--- src/rtl/decode_hz_stage_pkg.sv ---
// Shared RV32I decode constants and immediate-format selection for the ID stage.
package decode_hz_stage_pkg;

  localparam logic [6:0] OP_LUI   = 7'b0110111;
  localparam logic [6:0] OP_AUIPC = 7'b0010111;
  localparam logic [6:0] OP_JAL   = 7'b1101111;
  localparam logic [6:0] OP_JALR  = 7'b1100111;
  localparam logic [6:0] OP_BCC   = 7'b1100011;
  localparam logic [6:0] OP_LCC   = 7'b0000011;
  localparam logic [6:0] OP_SCC   = 7'b0100011;
  localparam logic [6:0] OP_MCC   = 7'b0010011;
  localparam logic [6:0] OP_RCC   = 7'b0110011;
  localparam logic [6:0] OP_SYS   = 7'b1110011;

  typedef enum logic [2:0] {
    IMM_I,
    IMM_S,
    IMM_B,
    IMM_U,
    IMM_J
  } imm_type_e;

  function automatic imm_type_e imm_type(input logic [6:0] opc);
    case (opc)
      OP_SCC:          return IMM_S;
      OP_BCC:          return IMM_B;
      OP_LUI, OP_AUIPC: return IMM_U;
      OP_JAL:          return IMM_J;
      default:         return IMM_I;
    endcase
  endfunction

endpackage

--- src/rtl/decode_hz_stage_id_decode_ctl.sv ---
// Combinational RV32I decode: immediate generation, operand usage, write enable, opcode flags.
module id_decode_ctl
  import decode_hz_stage_pkg::*;
#(
  parameter int XLEN = 32
) (
  input  logic [31:0]     inst,
  output logic [XLEN-1:0] imm,
  output logic            uses_rs1,
  output logic            uses_rs2,
  output logic            wen,
  output logic            is_load,
  output logic            is_store,
  output logic            is_branch,
  output logic            is_jal,
  output logic            is_jalr,
  output logic            is_sys
);

  logic [6:0]  opc;
  logic [31:0] imm32;

  assign opc = inst[6:0];

  always_comb begin
    imm32 = '0;
    case (imm_type(opc))
      IMM_S:   imm32 = {{20{inst[31]}}, inst[31:25], inst[11:7]};
      IMM_B:   imm32 = {{19{inst[31]}}, inst[31], inst[7], inst[30:25], inst[11:8], 1'b0};
      IMM_U:   imm32 = {inst[31:12], 12'h000};
      IMM_J:   imm32 = {{11{inst[31]}}, inst[31], inst[19:12], inst[20], inst[30:21], 1'b0};
      default: imm32 = {{20{inst[31]}}, inst[31:20]};
    endcase
  end

  assign imm = XLEN'(signed'(imm32));

  always_comb begin
    uses_rs1  = !(opc == OP_LUI || opc == OP_AUIPC || opc == OP_JAL);
    uses_rs2  = (opc == OP_BCC || opc == OP_SCC || opc == OP_RCC);
    wen       = (inst[11:7] != 5'd0) && !(opc == OP_BCC || opc == OP_SCC);
    is_load   = (opc == OP_LCC);
    is_store  = (opc == OP_SCC);
    is_branch = (opc == OP_BCC);
    is_jal    = (opc == OP_JAL);
    is_jalr   = (opc == OP_JALR);
    is_sys    = (opc == OP_SYS);
  end

endmodule

--- src/rtl/decode_hz_stage.sv ---
// RV32I ID stage with operand forwarding, load-use bubble insertion and the ID/EX register.
module decode_hz_stage
  import decode_hz_stage_pkg::*;
#(
  parameter int XLEN        = 32,
  parameter int RA_W        = 5,
  parameter bit FWD_WB      = 1'b1,
  parameter int STALL_CNT_W = 16
) (
  input  logic                   CLK,
  input  logic                   RST,
  input  logic                   if_valid,
  input  logic [XLEN-1:0]        if_pc,
  input  logic [31:0]            if_inst,
  output logic                   id_ready,
  output logic [RA_W-1:0]        rf_rs1_addr,
  output logic [RA_W-1:0]        rf_rs2_addr,
  input  logic [XLEN-1:0]        rf_rs1_data,
  input  logic [XLEN-1:0]        rf_rs2_data,
  input  logic [XLEN-1:0]        ex_alu,
  input  logic [RA_W-1:0]        mem_rd,
  input  logic                   mem_wen,
  input  logic                   mem_is_load,
  input  logic [XLEN-1:0]        mem_alu,
  input  logic [XLEN-1:0]        mem_load_data,
  input  logic [RA_W-1:0]        wb_rd,
  input  logic                   wb_wen,
  input  logic [XLEN-1:0]        wb_data,
  input  logic                   branch_taken,
  input  logic                   ex_stall,
  output logic                   ex_valid,
  output logic [XLEN-1:0]        ex_pc,
  output logic [31:0]            ex_inst,
  output logic [XLEN-1:0]        ex_rs1_val,
  output logic [XLEN-1:0]        ex_rs2_val,
  output logic [RA_W-1:0]        ex_rd,
  output logic [XLEN-1:0]        ex_imm,
  output logic                   ex_wen,
  output logic                   ex_is_load,
  output logic                   ex_is_store,
  output logic                   ex_is_branch,
  output logic                   ex_is_jal,
  output logic                   ex_is_jalr,
  output logic                   ex_is_sys,
  output logic [STALL_CNT_W-1:0] stall_count
);

  logic [XLEN-1:0] d_imm;
  logic d_uses_rs1, d_uses_rs2, d_wen;
  logic d_load, d_store, d_branch, d_jal, d_jalr, d_sys;
  logic load_use;
  logic [XLEN-1:0] fwd_rs1, fwd_rs2;

  id_decode_ctl #(.XLEN(XLEN)) u_decode (
    .inst      (if_inst),
    .imm       (d_imm),
    .uses_rs1  (d_uses_rs1),
    .uses_rs2  (d_uses_rs2),
    .wen       (d_wen),
    .is_load   (d_load),
    .is_store  (d_store),
    .is_branch (d_branch),
    .is_jal    (d_jal),
    .is_jalr   (d_jalr),
    .is_sys    (d_sys)
  );

  assign rf_rs1_addr = if_inst[15 +: RA_W];
  assign rf_rs2_addr = if_inst[20 +: RA_W];

  // A load in EX has no data yet; it must drop to MEM before its consumer can capture.
  assign load_use = if_valid && ex_valid && ex_is_load && (ex_rd != '0) &&
                    (((ex_rd == rf_rs1_addr) && d_uses_rs1) ||
                     ((ex_rd == rf_rs2_addr) && d_uses_rs2));

  assign id_ready = branch_taken || !(ex_stall || load_use);

  function automatic logic [XLEN-1:0] fwd_sel(input logic [RA_W-1:0] a,
                                              input logic [XLEN-1:0] rf);
    if (a == '0)
      return rf;
    else if (ex_valid && ex_wen && !ex_is_load && ex_rd == a)
      return ex_alu;
    else if (mem_wen && mem_rd == a)
      return mem_is_load ? mem_load_data : mem_alu;
    else if (FWD_WB && wb_wen && wb_rd == a)
      return wb_data;
    else
      return rf;
  endfunction

  always_comb begin
    fwd_rs1 = fwd_sel(rf_rs1_addr, rf_rs1_data);
    fwd_rs2 = fwd_sel(rf_rs2_addr, rf_rs2_data);
  end

  always_ff @(posedge CLK) begin
    if (RST) begin
      ex_valid     <= 1'b0;
      ex_pc        <= '0;
      ex_inst      <= '0;
      ex_rs1_val   <= '0;
      ex_rs2_val   <= '0;
      ex_rd        <= '0;
      ex_imm       <= '0;
      ex_wen       <= 1'b0;
      ex_is_load   <= 1'b0;
      ex_is_store  <= 1'b0;
      ex_is_branch <= 1'b0;
      ex_is_jal    <= 1'b0;
      ex_is_jalr   <= 1'b0;
      ex_is_sys    <= 1'b0;
      stall_count  <= '0;
    end else if (branch_taken || (!ex_stall && (load_use || !if_valid))) begin
      // Flush, load-use bubble and idle cycle all leave an inert bubble in ID/EX.
      ex_valid     <= 1'b0;
      ex_inst      <= '0;
      ex_wen       <= 1'b0;
      ex_is_load   <= 1'b0;
      ex_is_store  <= 1'b0;
      ex_is_branch <= 1'b0;
      ex_is_jal    <= 1'b0;
      ex_is_jalr   <= 1'b0;
      ex_is_sys    <= 1'b0;
      if (!branch_taken && load_use && stall_count != '1)
        stall_count <= stall_count + STALL_CNT_W'(1);
    end else if (!ex_stall) begin
      ex_valid     <= 1'b1;
      ex_pc        <= if_pc;
      ex_inst      <= if_inst;
      ex_rs1_val   <= fwd_rs1;
      ex_rs2_val   <= fwd_rs2;
      ex_rd        <= if_inst[7 +: RA_W];
      ex_imm       <= d_imm;
      ex_wen       <= d_wen;
      ex_is_load   <= d_load;
      ex_is_store  <= d_store;
      ex_is_branch <= d_branch;
      ex_is_jal    <= d_jal;
      ex_is_jalr   <= d_jalr;
      ex_is_sys    <= d_sys;
    end
  end

endmodule

--- config.mk ---
export PLATFORM = sky130hd
export DESIGN_NAME = decode_hz_stage
export DESIGN_NICKNAME = d
export VERILOG_FILES = /design/src/rtl/decode_hz_stage_pkg.sv /design/src/rtl/decode_hz_stage_id_decode_ctl.sv /design/src/rtl/decode_hz_stage.sv
export SDC_FILE = /design/constraint.sdc
export NUM_CORES = 1
export LEC_CHECK = 0
export ABC_AREA = 1
export BUFFER_PORTS_ARGS = -buffer_cell sky130_fd_sc_hd__buf_4
export CORE_MARGIN = 10
export CORE_UTILIZATION = 35
export CTS_BUF_LIST = sky130_fd_sc_hd__clkbuf_8
export DETAILED_ROUTE_END_ITERATION = 8
export SLEW_MARGIN = 5
export SYNTH_ARGS = -nofsm -noshare
export SYNTH_HDL_FRONTEND = slang
export SYNTH_SLANG_ARGS = --single-unit
--- constraint.sdc ---
create_clock -name CLK -period 2.5 [get_ports CLK]
set_clock_uncertainty 0.05 [all_clocks]
set_input_delay 0.625 -clock CLK [delete_from_list [all_inputs] [get_ports CLK]]
set_output_delay 0.625 -clock CLK [all_outputs]
set_load 0.02 [all_outputs]
== Yosys cells after proc, flatten, opt, wreduce, memory -nomap -nowiden ==
Cells that the tools add are included.
Word-level totals
  output and inout bits: 200
  register bits: 189
  bits of input ports: 274
Operators by class
  add/subtract/negate cells: 1
  bitwise logic cells: 2
  equal/unequal tests: 20
  mux-type cells: 11
  reductions and logical operators: 42
Operators by type and width (count)
  2-to-1 mux 32 bit: 9
  case mux 31 bit (4 select lines): 1
  equality test 5 bit: 6
  equality test 7 bit (second input constant): 4
  equality test 7 x 6 -> 1 bit (second input constant): 3
  logical AND 1 bit: 18
  adder 16 x 1 -> 16 bit (second input constant): 1
  inequality test 16 bit (second input constant): 1
  case mux 3 bit (4 select lines): 1
  logical NOT 5 bit: 2
  nonzero test 5 bit: 2
  logical OR 1 bit: 9
  equality test 7 x 2 -> 1 bit (second input constant): 1
  equality test 7 x 5 -> 1 bit (second input constant): 1
  logical NOT 1 bit: 7
  equality test 3 x 2 -> 1 bit (second input constant): 2
  AND reduction 2 bit: 2
  OR reduction 2 bit: 2
  equality test 3 x 1 -> 1 bit (second input constant): 1
  equality test 3 bit (second input constant): 1
  NOT 1 bit: 2

== Longest topological paths before layout ==
Gate-level depths: netlist (run 1).
  word-level depth: 12
  mapped depth: 16
  mapped depth without buffers: 15

== Hierarchy ==
From an unflattened synthesis (run 1), not the netlist that was laid out.
Unflattened totals
  cell total of the unflattened synthesis: 2105
  area total of the unflattened synthesis: 12495.7 um2
By module, submodules not included
  decode_hz_stage: area each 11653.7 um2, cells each 1934, seq. area each 3783.6 um2, times used 1
  id_decode_ctl: area each 842.1 um2, cells each 171, seq. area each 0.0 um2, times used 1

== Least setup slack after synthesis (run 1) ==
OpenSTA, ideal clock, no wires.
  kind: input port to output port
  start: input if_inst[1]
  end: output id_ready
  arrival: 1.578 ns
  stages on the path: 10
  path buffers: 0
  setup slack: 0.247 ns
  cell sequence: nand2_1 -> nor2_2 -> nand3_2 -> nand2_2 -> inv_2 -> nand2_1 -> nand2_2 -> nand2_2 -> nand2_1 -> nand2_1
Between the ends
  longest elaborated chain between the ends: 10
  elaborated cells between the ends (all ways): 18
  those cells by class: eq/ne (6); reduce/logical (12)
RTL lines
  from (decl): line decode_hz_stage.sv:14  | input logic [31:0] if_inst,
  equality test 7 x 6 -> 1 bit / equality test 7 x 5 -> 1 bit (equally long branches): line decode_hz_stage_id_decode_ctl.sv:39  | uses_rs1 = !(opc == OP_LUI || opc == OP_AUIPC || opc == OP_JAL);
  logical OR 1 bit (2 in a row): line decode_hz_stage_id_decode_ctl.sv:39
  logical NOT 1 bit: line decode_hz_stage_id_decode_ctl.sv:39
  logical AND 1 bit: line decode_hz_stage.sv:73  | (((ex_rd == rf_rs1_addr) && d_uses_rs1) ||
  logical OR 1 bit *: line decode_hz_stage.sv:73
  logical AND 1 bit *: line decode_hz_stage.sv:72  | assign load_use = if_valid && ex_valid && ex_is_load && (ex_rd != '0) &&
  logical OR 1 bit *: line decode_hz_stage.sv:76  | assign id_ready = branch_taken || !(ex_stall || load_use);
  logical NOT 1 bit *: line decode_hz_stage.sv:76
  logical OR 1 bit *: line decode_hz_stage.sv:76
  to (decl): line decode_hz_stage.sv:15  | output logic id_ready,
Every way passes the cells marked *; elsewhere a longest branch is shown, timed or not.

== Worst setup path after layout (run 1) ==
  start: register ex_rd[3]
  end: output id_ready
Between the ends
  longest elaborated chain between the ends: 7
  elaborated cells between the ends (all ways): 11
  those cells by class: eq/ne (2); reduce/logical (9)
RTL lines
  from (decl): line decode_hz_stage.sv:36  | output logic [RA_W-1:0] ex_rd,
  from (signal assigned): line decode_hz_stage.sv:133  | ex_rd <= if_inst[7 +: RA_W];
  equality test 5 bit (on tied branches): line decode_hz_stage.sv:73, decode_hz_stage.sv:74
  logical AND 1 bit (on tied branches): line decode_hz_stage.sv:73, decode_hz_stage.sv:74
  logical OR 1 bit: line decode_hz_stage.sv:73
  logical AND 1 bit *: line decode_hz_stage.sv:72
  logical OR 1 bit *: line decode_hz_stage.sv:76
  logical NOT 1 bit *: line decode_hz_stage.sv:76
  logical OR 1 bit *: line decode_hz_stage.sv:76
Marks and branches as above.

==> results of run 1 <==
## routing by layer
metal / vias to the layer above / track usage [%]
met5: - / 0
li1: 7110 / -
met3: 90 / 5.60
met2: 597 / 41.6
met1: 6698 / 31.8
met4: 0 / 11.0
## cells in the mapped netlist, types with 3 or more instances
library cell | count | area (um^2)
clkbuf_1 | 90 | 338
inv_1 | 145 | 544
o211ai_1 | 5 | 37.5
nor4_1 | 5 | 31.3
nor3_1 | 11 | 55.1
xor2_1 | 4 | 35.0
o21ai_0 | 63 | 315
nand2_1 | 599 | 2250
nor2_1 | 273 | 1020
xnor2_1 | 3 | 26.3
a21oi_1 | 198 | 991
buf_2 | 23 | 115
mux2_2 | 32 | 360
o22ai_1 | 3 | 18.8
inv_2 | 8 | 30.0
or2_2 | 30 | 188
dfxtp_1 | 189 | 3780
buf_1 | 4 | 15.0
buf_6 | 7 | 78.8
nand3_1 | 131 | 656
nand4_1 | 80 | 500
nand2_2 | 5 | 31.3
buf_4 | 12 | 90.1
nor2_2 | 3 | 18.8
## kinds of logic (layout without fill, tap and decap cells)
kind of cell,Yosys count,count (layout),share of synthesized area [%]
compound gates,274,274,12.0
buf+inv,290,747,10.4
mux,32,32,3.10
xor+xnor,7,7,0.527
flops,189,189,32.5
simple gates,1142,1142,41.3
fa+ha+maj,1,1,0.107
other cells,0,12,0
## worst max-delay path, cell delays in order, from the launching register on
cell     delay (ns)
dfxtp_4        0.38
buf_6          0.12
nand2_1        0.06
nand4_1        0.12
nor2_4         0.15
nand2_2        0.07
nand2_4        0.10
nand2_4        0.06
nand2_2        0.05
nand2_2        0.07
buf_6          0.14
## flip-flops by register name (all words and copies together) (netlist names)
signal and count:
ex_pc 32, ex_is_store 1, ex_valid 1, ex_rs1_val 32
ex_is_jalr 1, stall_count 16, ex_rd 5, ex_rs2_val 32
ex_imm 32, ex_inst 32, ex_is_branch 1, ex_is_jal 1
ex_wen 1, ex_is_load 1, ex_is_sys 1
## power by group through the flow
stage	logic [W]	registers (W)	clock network (W)
6_report	0.00177	0.00317	0.00220
5_1_grt	0.00192	0.00318	0.00236
4_1_cts	0.00177	0.00317	0.00224
3_5_place_dp	0.00175	0.00324	0
3_3_place_gp	0.00174	0.00323	0
2_1_floorplan	0.000716	0.00335	0
## per-stage QoR
stage          setup slack, ns  hold WS [ns]  instance area, um^2  cells  setup TNS [ns]
2_1_floorplan            0.247         0.485                11600   1935               0
3_3_place_gp            0.0345         0.394                16100   2795               0
3_5_place_dp            0.0273         0.399                16100   2795               0
4_1_cts                -0.0559         0.272                16600   2833         -0.0559
5_1_grt                 -0.117         0.294                16600   2843          -0.117
6_report              -0.00465         0.312                16600   2846        -0.00465
## final cells by class
class,instances,share of cell area (%)
multi-input combinational,1456,40.5
clock inverter,14,0.879
timing repair buffer,561,27.3
antenna,12,0.180
tap,442,3.32
clock buffer,18,1.49
inverter,154,3.52
sequential,189,22.8
## final timing paths
kind                    from               to  slack [ns]  cells after the start
setup / recovery    ex_rd[3]         id_ready      -0.005                     10
hold / removal     if_pc[24]        ex_pc[24]        0.31                      3
setup reg to reg    ex_rd[3]  stall_count[12]        0.22                     14
hold reg to reg   ex_inst[0]       ex_inst[0]        0.42                      2
## what timing repair did
| action | CTS | global route |
|---|---|---|
| setup buffers | 6 | 1 |
| setup endpoints to repair | 1 | 1 |
| cloned | 0 | 0 |
| pin swaps | 6 | 7 |
| gates resized for setup | 20 | 7 |
==> results.toml, run 1 <==
[synthesis]
yosys.cell_types.count = 33
syn_nets = 2210
seq_area_frac_synth_pct = 32.5
synthFlopType = "dfxtp_1"
synthCells = 1935
synth_edf_count = 0
avgSynthCellArea_um2 = 6.02
ys_warn_count = 0
syn_area_um2 = 11600
ys_ff_latch = 189
async_flop_share_pct = 0

[final_layout]
fin_nets = 2654
final_util_pct = 50.9
regArea_um2 = 3800
area_delta_synth_final_pct = 43.0
nFillCells = 3451
drive_above_1_share_pct = 29.3
mostFrequentLayoutCells = "595 x nand2_1, 533 x buf_4, 267 x nor2_1"
final_common_cell = "nand2_1"
multi_input_comb_area_um2 = 6740

[route]
routed_wl_um = 55200
antenna_left = 0
vias = 14495
dr_wl_met2_um = 26000
post_drt_wl_per_cell_um = 19.4
top_layer_used = "met4"
met1Wirelength_um = 23100
drt_pass1_iterations = 7
met3_wirelength_um = 4170
routed_via_density = 5.09
drc = 0
drt_iter0_markers = 1086

[sta]
rsz0062_at_grt = "yes"
min_period_over_period_pct = 100
worstMarginPinSlew_ns = 0.524
report.final.slew_viol_count = 0
setup_viol = 1
hold_viol = 0
max_clock_freq_mhz = 399
setup_ws_ns = -0.00465
maxSlewHeadroom_pct = 65.1
fin_crit_ns = 2.50

[clock_network]
numCtsBuffers = 17
root_buffer = "clkbuf_8"
clock-sinks = 189
cts_buffer_depth = 2
cts_tree = "yes"
cts_hold_buf = 0
clock_latency_ns = 0.51
htreeDepth = 4
clk_pin_slew_worst_paths_ns = 0.11

[floorplanning]
die-width_um = 202
start_util_pct = 35.6
core_area_um2 = 32700
row_count = 66
ios = 474
die_h_um = 202
dieArea_um2 = 41000

[worst_setup_path]
crit_arrival_ns = 1.83
crit_path_end_kind = "output pin"
cp-start-kind = "flip-flop"
crit_required_ns = 1.82
criticalPathCategory = "flip-flop to output pin"
cp_max_fo = 4

[placement]
place.gp.congestion = 0.942
io_buffers = 473
dpl.hpwl_um = 42000

[power_and_ir_drop]
power_w = 0.00714
switchingPower_w = 0.00239
p_seq_share_pct = 44.4
combPwrFrac_pct = 24.8
pwr_density_cell_nw_per_um2 = 429
power.leakage_nw = 8.03
clkPwrFrac_pct = 30.8
p_int_w = 0.00475
switching_share_pct = 33.5
vdd_drop_max_v = 0.000361

[global_route]
track_usage_pct = 25.5
overflow = 0
grt_antenna_before_repair = 10
grt_pass1_wl_um = 82900
first_global_vias = 13914
grt_max_degree = 87

[hold_path]
hold_path.class = "primary input to flip-flop"

[status]
violations = "negative setup slack"
status = "finished, violations left"

[job]
cap_violations = 0
No activity file was read; power rests on OpenSTA's default activity.
==> inputs of run 2 (changes only) <==
--- a/config.mk
+++ b/config.mk
@@ -6,11 +6,11 @@
 export NUM_CORES = 1
 export LEC_CHECK = 0
 export ABC_AREA = 1
-export BUFFER_PORTS_ARGS = -buffer_cell sky130_fd_sc_hd__buf_4
 export CORE_MARGIN = 10
 export CORE_UTILIZATION = 35
 export CTS_BUF_LIST = sky130_fd_sc_hd__clkbuf_8
 export DETAILED_ROUTE_END_ITERATION = 8
+export DONT_BUFFER_PORTS = 1
 export SLEW_MARGIN = 5
 export SYNTH_ARGS = -nofsm -noshare
 export SYNTH_HDL_FRONTEND = slang
==> run 2 against run 1 <==
  * The flow now finishes without violations
  * Hold slack lost 0.18 ns
  * Largest cell class unchanged
  * Clock power is 7% lower
  * Sequential power grew 5%
  * Die area is the same
  * Power is 12% lower
  * Worst setup slack better by 0.028 ns
  * Critical path type unchanged
  * Final cell count decreased by 18%
  * Routed wire length down 6.1%
  * Count of clock-buffer cells in the layout fell by 1
  * Non-clock buffer count shrank 488
  * Critical path depth fell by 1
==> results.toml, run 2 (synthesized netlist as in run 1, its figures left out) <==
[final_layout]
regArea_um2 = 3790
stdcell_count = 2346
drive_above_1_share_pct = 10.8
fin_nets = 2166
final_area_um2 = 12800
multi_input_comb_area_um2 = 6730
final_common_cell = "nand2_1"
nFillCells = 3636
final_util_pct = 39.1
area_delta_synth_final_pct = 9.98
mostFrequentLayoutCells = "596 x nand2_1, 267 x nor2_1, 198 x a21oi_1"

[placement]
place.gp.congestion = 0.922
dpl.hpwl_um = 38600
io_buffers = 0
dp_cells = 2312
dpl_cell_area_um2 = 12400

[sta]
fin_setup_tns_ns = 0
worstMarginPinSlew_ns = 0.553
setup_viol = 0
hold_slack_ns = 0.133
min_period_over_period_pct = 99.1
rsz0062_at_grt = "yes"
maxSlewHeadroom_pct = 63.2
fin_crit_ns = 2.48
report.final.slew_viol_count = 0
hold_viol = 0
max_clock_freq_mhz = 404

[floorplanning]
ios = 474
start_util_pct = 35.6
die-width_um = 202
row_count = 66
core_area_um2 = 32700
dieArea_um2 = 41000
die_h_um = 202

[route]
drc = 0
vias = 12774
routed_wl_um = 51800
antenna_left = 0
post_drt_wl_per_cell_um = 22.1
drt_pass1_iterations = 6
routed_via_density = 5.45
drt_iter0_markers = 1308

[global_route]
grt_max_degree = 127
grt_pass1_wl_um = 76400
overflow = 0
track_usage_pct = 24.0
grt_antenna_before_repair = 0
first_global_vias = 11604

[worst_setup_path]
path_common_cell = "nand2_4"
r2r_slack_ns = 0.22
rr_startpoint = "ex_rd[3]"
cp-start-kind = "flip-flop"
path_cells = "buf_6 -> nand2_2 -> nand4_1 -> nor2_2 -> nand2_1 -> nand2_2 -> nand2_4 -> nand2_4 -> nand2_4"
timing.rr.end = "stall_count[9]"
cp_slowest_stage_delay_ns = 0.34
crit_path_end_kind = "output pin"
criticalPathCategory = "flip-flop to output pin"
crit_arrival_ns = 1.80
crit_required_ns = 1.82
slowest_stage = "dfxtp_2"
cp_max_fo = 4
reg2reg_depth = 13

[job]
cap_violations = 0

[clock_network]
cts_tree = "yes"
numCtsBuffers = 17
clk_pin_slew_worst_paths_ns = 0.11
clock-sinks = 189
clock_latency_ns = 0.51
htreeDepth = 4
root_buffer = "clkbuf_8"
cts_hold_buf = 0
cts_buffer_depth = 2

[power_and_ir_drop]
vdd_drop_max_v = 0.000311
power.leakage_nw = 5.53
pwr_density_cell_nw_per_um2 = 492

[hold_path]
holdCritStartpoint = "RST"
hold_path_end = "ex_rs2_val[5]"
hold_path.class = "primary input to flip-flop"
worstHoldPathCells = 1

[status]
status = "finished clean"
==> run 2: changes by cell type in the layout (fill, tap and decap cells not counted), moves of 2 or more <==
cell / before / now
inv_8: 5 / 2
nand2_2: 7 / 5
diode_2: 12 / 1
inv_6: 4 / 7
dfxtp_4: 4 / 2
buf_4: 533 / 53
inv_4: 3 / 1
inv_1: 140 / 143
buf_12: 26 / 18
==> run 2: worst max-delay path by stage <==
stage,startpoint,cells after the start,end
final,ex_rd[3],9,id_ready
after global routing,ex_rd[3],9,id_ready
after CTS,ex_rd[0],9,id_ready
after detailed placement,if_inst[4],15,ex_imm[12]
after global placement,if_inst[1],11,ex_rs2_val[3]
after floorplan,if_inst[1],10,id_ready
==> run 2: area by class of cell <==
| class | instances | area share, % |
|---|---|---|
| timing repair buffer | 73 | 6.10 |
| tap | 442 | 4.32 |
| antenna | 1 | 0.0195 |
| clock buffer | 17 | 1.83 |
| sequential | 189 | 29.6 |
| inverter | 154 | 4.54 |
| multi-input combinational | 1456 | 52.6 |
| clock inverter | 14 | 0.987 |
==> run 2: repair_timing <==
| action | CTS | global route |
|---|---|---|
| cloned | 0 | 0 |
| setup buffers | 1 | 1 |
| resized for setup | 14 | 3 |
| endpoints found under the setup margin | 1 | 1 |
| pin swaps | 6 | 5 |
==> run 2: through the flow <==
step	total power, W	setup slack [ns]
after floorplan	0.00406	0.247
after global placement	0.00431	0.0946
after detailed placement	0.00432	0.0572
after CTS	0.00639	0.0135
after global routing	0.00660	-0.0959
final	0.00630	0.0236
==> run 2: worst max-delay path: cells and delay by family, from the launching register on <==
| family | cells | cell delay [ns] |
|---|---|---|
| AND/OR/NAND/NOR | 8 | 0.81 |
| buffers and inverters | 1 | 0.14 |
| flip-flops | 1 | 0.34 |
==> run 2: report_power, final <==
| group | switching, W | total, W | internal [W] |
|---|---|---|---|
| combinational | 0.000588 | 0.000942 | 0.000354 |
| clock | 0.00132 | 0.00204 | 0.000724 |
| sequential | 0.000210 | 0.00332 | 0.00311 |
==> run 2: per-layer routing <==
| layer | up-vias | GRT usage (%) | part of all wire, % | routed length [um] |
|---|---|---|---|---|
| met5 | - | 0 | 0 | 0 |
| met4 | 0 | 7.17 | 2.5 | 1270 |
| met3 | 56 | 7.85 | 10 | 5200 |
| met2 | 654 | 39.9 | 48 | 25000 |
| met1 | 5932 | 28.7 | 39 | 20300 |
| li1 | 6132 | - | - | - |
